**src/rtl/repadd_feeder_pkg.sv**
```systemverilog
// Shared definitions for the repeated-addition multiplier feeder and its wrapper.
// Holds the 3-bit FSM state encoding and the default width / timeout bound.
// Imported by repadd_feeder and by the multiplier wrapper.
package repadd_feeder_pkg;

  localparam logic [2:0] ST_IDLE      = 3'd0;
  localparam logic [2:0] ST_LOAD_A    = 3'd1;
  localparam logic [2:0] ST_LOAD_B    = 3'd2;
  localparam logic [2:0] ST_WAIT_DONE = 3'd3;
  localparam logic [2:0] ST_HOLD      = 3'd4;

  localparam int DEF_W        = 16;
  localparam int DEF_MAX_WAIT = 1023;

endpackage

```
**src/rtl/repadd_feeder.sv**
```systemverilog
// Operand sequencer: takes an (A,B) pair, drives the multiplier start/din protocol, returns A*B mod 2^W.
// Latency: 1 cycle for a zero operand, otherwise 3 cycles plus the multiplier's run time.
// Backpressure: in_ready only in IDLE; result held in HOLD until out_ready. Macro REPADD_FEED_TIMEOUT_EN adds a WAIT_DONE timeout.
module repadd_feeder
  import repadd_feeder_pkg::*;
#(
  parameter int W        = DEF_W,
  parameter int MAX_WAIT = DEF_MAX_WAIT
) (
  input  logic         clk,
  input  logic         rst_n,
  input  logic         in_valid,
  output logic         in_ready,
  input  logic [W-1:0] in_a,
  input  logic [W-1:0] in_b,
  output logic         mul_start,
  output logic [W-1:0] mul_din,
  input  logic         mul_done,
  input  logic [W-1:0] mul_p,
  output logic         out_valid,
  input  logic         out_ready,
  output logic [W-1:0] out_p,
  output logic         out_bypass,
  output logic         err
);

  logic [2:0]   state;
  // A travels straight onto the din register at accept; only B needs its own copy.
  logic [W-1:0] b_q;

`ifdef REPADD_FEED_TIMEOUT_EN
  localparam int CW = $clog2(MAX_WAIT + 1);
  logic [CW-1:0] wait_cnt;
  logic          err_q;
  logic          wait_hit;

  // Last WAIT_DONE cycle before giving up: count runs 0..MAX_WAIT-1.
  assign wait_hit = (wait_cnt == CW'(MAX_WAIT - 1));
  assign err      = err_q;
`else
  // Timeout bound has no meaning without the counter.
  localparam int unused_max_wait = MAX_WAIT;
  assign err = 1'b0;
`endif

  // Only one operation in flight: new pairs are taken only when idle.
  assign in_ready = (state == ST_IDLE);

  // Sequencer FSM with the result holding register folded in.
  always_ff @(posedge clk) begin
    if (!rst_n) begin
      state      <= ST_IDLE;
      b_q        <= '0;
      mul_start  <= 1'b0;
      mul_din    <= '0;
      out_valid  <= 1'b0;
      out_p      <= '0;
      out_bypass <= 1'b0;
`ifdef REPADD_FEED_TIMEOUT_EN
      wait_cnt   <= '0;
      err_q      <= 1'b0;
`endif
    end else begin
      case (state)
        ST_IDLE: begin
          if (in_valid) begin
            b_q <= in_b;
            if ((in_a == '0) || (in_b == '0)) begin
              // Zero product is known without the multiplier; B=0 would also never finish there.
              state      <= ST_HOLD;
              out_valid  <= 1'b1;
              out_p      <= '0;
              out_bypass <= 1'b1;
            end else begin
              state     <= ST_LOAD_A;
              mul_start <= 1'b1;
              mul_din   <= in_a;
            end
          end
        end

        ST_LOAD_A: begin
          // mul_done is deliberately not looked at here: it may be left over from the last run.
          state   <= ST_LOAD_B;
          mul_din <= b_q;
        end

        ST_LOAD_B: begin
          state <= ST_WAIT_DONE;
`ifdef REPADD_FEED_TIMEOUT_EN
          wait_cnt <= '0;
`endif
        end

        ST_WAIT_DONE: begin
          if (mul_done) begin
            state      <= ST_HOLD;
            mul_start  <= 1'b0;
            out_valid  <= 1'b1;
            out_p      <= mul_p;
            out_bypass <= 1'b0;
`ifdef REPADD_FEED_TIMEOUT_EN
          end else if (wait_hit) begin
            state      <= ST_HOLD;
            mul_start  <= 1'b0;
            out_valid  <= 1'b1;
            out_p      <= '0;
            out_bypass <= 1'b0;
            err_q      <= 1'b1;
          end else begin
            wait_cnt <= wait_cnt + CW'(1);
`endif
          end
        end

        ST_HOLD: begin
          // start is already low here, which re-arms the multiplier controller.
          if (out_ready) begin
            state     <= ST_IDLE;
            out_valid <= 1'b0;
`ifdef REPADD_FEED_TIMEOUT_EN
            err_q     <= 1'b0;
`endif
          end
        end

        default: begin
          state     <= ST_IDLE;
          mul_start <= 1'b0;
          out_valid <= 1'b0;
        end
      endcase
    end
  end

endmodule

```
**config.mk**
```make
export PLATFORM = sky130hd
export DESIGN_NAME = repadd_feeder
export DESIGN_NICKNAME = d
export VERILOG_FILES = /design/src/rtl/repadd_feeder_pkg.sv /design/src/rtl/repadd_feeder.sv
export SDC_FILE = /design/constraint.sdc
export NUM_CORES = 1
export LEC_CHECK = 0
export CORE_MARGIN = 2
export CORE_UTILIZATION = 43
export CTS_BUF_LIST = sky130_fd_sc_hd__clkbuf_16
export DETAILED_ROUTE_END_ITERATION = 8
export MAX_ROUTING_LAYER = met4
export PLACE_DENSITY = 0.86
export SLEW_MARGIN = 20
export SYNTH_ARGS = -nofsm -noshare
export SYNTH_HDL_FRONTEND = slang
export SYNTH_SLANG_ARGS = --single-unit
export TNS_END_PERCENT = 5
```
**constraint.sdc**
```tcl
create_clock -name clk -period 2.3 [get_ports clk]
set_clock_uncertainty 0.1 [all_clocks]
set_input_delay 0.46 -clock clk [delete_from_list [all_inputs] [get_ports clk]]
set_output_delay 0.46 -clock clk [all_outputs]
set_load 0.02 [all_outputs]
```
Word level (Yosys, flattened, before mapping)
Index checks and enable logic that the tools add are counted.
- bits in registers: 54
- input port bits: 53
- equality and inequality tests: 9
- mux-type cells: 22
- bitwise gates (word level): 2
- reductions and logical operators: 14
- operators by type and width (operator ; count):
    $mux 16 ; 5
    $pmux 16 s2 ; 2
    $logic_not 16->1 ; 2
    $pmux 3 s5 ; 1
    $mux 3 ; 4
    $ne 2x2->1 const B ; 4
    $reduce_and 4->1 ; 2
    $mux 1 ; 7
    $eq 3x2->1 const B ; 2
    $reduce_and 3->1 ; 2
    $reduce_and 5->1 ; 1
    $pmux 1 s4 ; 1
    $reduce_bool 2->1 ; 2
    $eq 3x1->1 const B ; 1
    $eq 3x3->1 const B ; 1
    $logic_not 3->1 ; 1
    $pmux 1 s3 ; 1
    $reduce_or 3->1 ; 1
    $ne 2x1->1 const B ; 1
    $not 1->1 ; 2
    $pmux 1 s2 ; 1
    $reduce_and 2->1 ; 1
    $reduce_or 2->1 ; 1
    $logic_or 1x1->1 ; 1

Longest topological paths before layout
- depth in word-level cells: 5
- depth in mapped cells: 7
- depth with buffers taken out: 5

Least setup slack after synthesis
Ideal clock, no wire load.
- kind: input-to-reg
- start point: in in_a[2]
- end point: reg mul_din[10]
- stages on the path: 6
- library setup time: 0.133 ns
- required time: 2.067 ns
- data arrival time: 1.517 ns
- slack: 0.551 ns
- cells stage by stage: nor4_1 -> nand4_1 -> nand3_2 -> buf_8 -> mux2i_1 -> a21oi_1
- cells in the longest elaborated chain, start to end: 4
- ends and longest elaborated chain (what ; RTL line ; source):
    from (decl) ; repadd_feeder.sv:14 ; input logic [W-1:0] in_a,
    $logic_not 16->1 ; repadd_feeder.sv:68 ; if ((in_a == '0) || (in_b == '0)) begin
    $logic_or 1x1->1 ; repadd_feeder.sv:68 ;
    $ne 2x2->1 (no source line) ; n/a ;
    $reduce_and 3->1 (no source line) ; n/a ;
    to (signal assigned) ; repadd_feeder.sv:77 ; mul_din <= in_a;
    to (signal assigned) ; repadd_feeder.sv:85 ; mul_din <= b_q;
    to (decl) ; repadd_feeder.sv:17 ; output logic [W-1:0] mul_din,
No other way between the ends.
A chain may end at the register's enable or synchronous reset.

Worst setup path in the final report
- start point: in in_a[1]
- end point: reg mul_din[8]
The elaborated chain is that of the path after synthesis.

==> impl_metrics.env <==
export IMPL_vias_per_cell=5.19
export IMPL_combPwrFrac_pct=19.8
export IMPL_area_delta_synth_final_pct=46.8
export IMPL_core_area_mm2=0.00514
export IMPL_pwr_share_clk_pct=33.7
export IMPL_syn_area_mm2=0.00231
export IMPL_cts_buffer_depth=2
export IMPL_initial_core_util_pct=44.9
export IMPL_drc=0
export IMPL_clk_latency_ps=290
export IMPL_slowest_stage="clkdlybuf4s50_1"
export IMPL_setup_viol=0
export IMPL_p_int_mw=1.63
export IMPL_vdd_drop_max_mv=0.410
export IMPL_htreeDepth=2
export IMPL_root_buffer="clkbuf_16"
export IMPL_synth_top_area_share_pct=46.8
export IMPL_fin_ws_ps=176
export IMPL_antenna_cells=0
export IMPL_path_clk_slew_ps=70
export IMPL_drtIter0Drc=122
export IMPL_crit_path_max_fanout=16
export IMPL_hold_viol=0
export IMPL_synth_seq_cells=54
export IMPL_ant_nets=0
export IMPL_crit_path_end_kind="flip-flop"
export IMPL_nNetsFinal=395
export IMPL_ctsHoldBuffers=0
export IMPL_p_seq_share_pct=46.5
export IMPL_die_w_um=77.3
export IMPL_drive_gt1_share_pct=5.54
export IMPL_grt_pass1_vias=2068
export IMPL_p_per_area_mw_per_mm2=654
export IMPL_synth_fp_nets=313
export IMPL_worstPathRequired_ps=2350
export IMPL_port_buffers=88
export IMPL_track_usage_pct=20.9
export IMPL_arrival_ps=2180
export IMPL_slew_headroom_pct=59.7
export IMPL_synthCells=260
export IMPL_grt_overflow=0
export IMPL_synth_area_leaders="dfxtp_1 (47%), mux2i_1 (14%), nand2_1 (11%)"
export IMPL_cts_buffers=5
export IMPL_cts_sinks=54
export IMPL_synthDistinctLibCells=34
export IMPL_grt_pass1_wl_um=9740
export IMPL_status="complete, no violations"
export IMPL_dieArea_mm2=0.00597
export IMPL_via_count=2145
export IMPL_min_path_type="reg2reg"
export IMPL_wl_per_cell_um=14.5
export IMPL_cp_cell_sequence="clkdlybuf4s50_1 > nor4_1 > nand4_1 > nand3_2 > buf_12 > mux2i_1 > a21oi_1"
export IMPL_dp_slack_ps=-113
export IMPL_wirelength_um=6010
export IMPL_gp_congestion=0.803
export IMPL_max_stage_delay_ps=440
export IMPL_leakage_nw=1.36
export IMPL_drv_cap=0
export IMPL_crit_family="simple AND/OR/NAND/NOR gates"
export IMPL_cts_tree="built"
export IMPL_crit_buf_inv=2
export IMPL_p_switching_mw=0.590
export IMPL_yosys_area_top_type="dfxtp_1"
export IMPL_grt_max_degree=41
export IMPL_avgSynthCellArea_um2=8.88
export IMPL_final_max_slew_viol_count=0
export IMPL_synth_edf_count=0
export IMPL_holdWs_ps=363
export IMPL_synth_top_cells_by_count="nand2_1 (68), dfxtp_1 (54), mux2i_1 (32)"
export IMPL_period_minus_slack_ps=2120
export IMPL_ys_seq_area_share_pct=46.8
export IMPL_synth_most_common_cell="nand2_1"
export IMPL_ios=90
export IMPL_tightest_slew_ps=604
export IMPL_rsz0062_at_grt="no"
export IMPL_dp_hpwl_um=4400
export IMPL_synth_flop_cell="dfxtp_1"
export IMPL_start_kind="input pin"
export IMPL_finalInstanceArea_mm2=0.00339
export IMPL_rows=26
export IMPL_fmax_mhz=471
export IMPL_antenna_found_initial=0
export IMPL_crit_type="in2reg"
export IMPL_sw_frac_of_total_pct=26.6
export IMPL_fp_dieH_um=77.3
export IMPL_fin_crit_sh_pct=92.3
export IMPL_ys_warn_count=0
export IMPL_first_pass_iters=4
export IMPL_place_area_mm2=0.00324
export IMPL_synthArstFlopShare_pct=0
path summary, 6_finish.rpt:
check / cells after the start / slack (ps) / start / end
max reg2reg: 4 / 510 / state[0] / out_p[5]
min: 2 / 360 / b_q[15] / b_q[15]
max: 7 / 180 / in_a[1] / mul_din[8]
min reg2reg: 2 / 360 / b_q[15] / b_q[15]
stage by stage:
| step | utilization, % | power, mW | instances | TNS, ps |
|---|---|---|---|---|
| final | 65.9 | 2.22 | 413 | 0 |
| after global routing | 65.9 | 2.30 | 413 | 0 |
| after CTS | 65.9 | 2.22 | 413 | 0 |
| after detailed placement | 63.0 | 1.49 | 405 | -1080 |
| after global placement | 63.0 | 1.48 | 405 | -504 |
| after floorplan | - | 1.27 | 260 | 0 |
per-layer routing:
metal / routed length (um) / share of wire (%) / vias to the layer above / GRT usage [%]
met5: 0 / 0 / - / -
met4: 121 / 2.0 / 0 / 7.14
met3: 277 / 4.6 / 12 / 3.76
met2: 3030 / 50 / 65 / 35.0
met1: 2580 / 43 / 1006 / 25.3
li1: - / - / 1062 / -
cell type report:
class,count,area [um2]
tap,70,87.6
clock buffer,5,125
sequential,54,1080
clock inverter,3,20.0
timing repair buffer,95,961
multi-input combinational,185,1110
inverter,1,3.75
fill,447,1750
registers in the layout (all words and copies together), names as in the netlist:
register and count:
out_p 16, out_valid 1, mul_din 16, b_q 16
out_bypass 1, state 3, mul_start 1
power by group through the flow:
stage                     logic, mW  registers (mW)  clock network, mW
after global routing          0.472            1.04              0.790
after floorplan               0.184            1.09                  0
after detailed placement      0.436            1.05                  0
final                         0.438            1.03              0.747
after global placement        0.428            1.05                  0
after CTS                     0.440            1.03              0.750
what timing repair did:
| item | 4_1_cts | 5_1_grt |
|---|---|---|
| setup buffers | 0 | 0 |
| resized for setup | 0 | 1 |
| setup endpoints to repair | 0 | 1 |
worst reg2reg max path, delay by kind of cell, from the launching register on:
kind | cells | cell delay [ps]
flops | 1 | 530
mux | 1 | 170
simple gates | 3 | 900
cell families (layout without fill, tap and decap cells):
logic type / after synthesis / in the layout / share of synthesized area (%)
AO/OA/AOI/OAI: 57 / 57 / 15.5
other: 1 / 1 / 0.162
AND/OR/NAND/NOR: 95 / 95 / 18.5
flip-flops: 54 / 54 / 46.8
buffers and inverters: 21 / 104 / 5.09
multiplexers: 32 / 32 / 13.9
cells in the final DEF (no fill, tap or decap), types with 2 or more instances in the layout:
cell / count
clkdlybuf4s50_1: 87
nand2_1: 68
dfxtp_1: 54
mux2i_1: 32
o21ai_0: 17
a21oi_1: 16
a21boi_0: 16
nor4_1: 8
clkbuf_16: 5
buf_4: 5
nand3_1: 3
nor3_1: 2
nand2b_1: 2
nand4_1: 2
nor2_1: 2
a21boi_1: 2
buf_12: 2
Power figures use the tool's default switching activity.
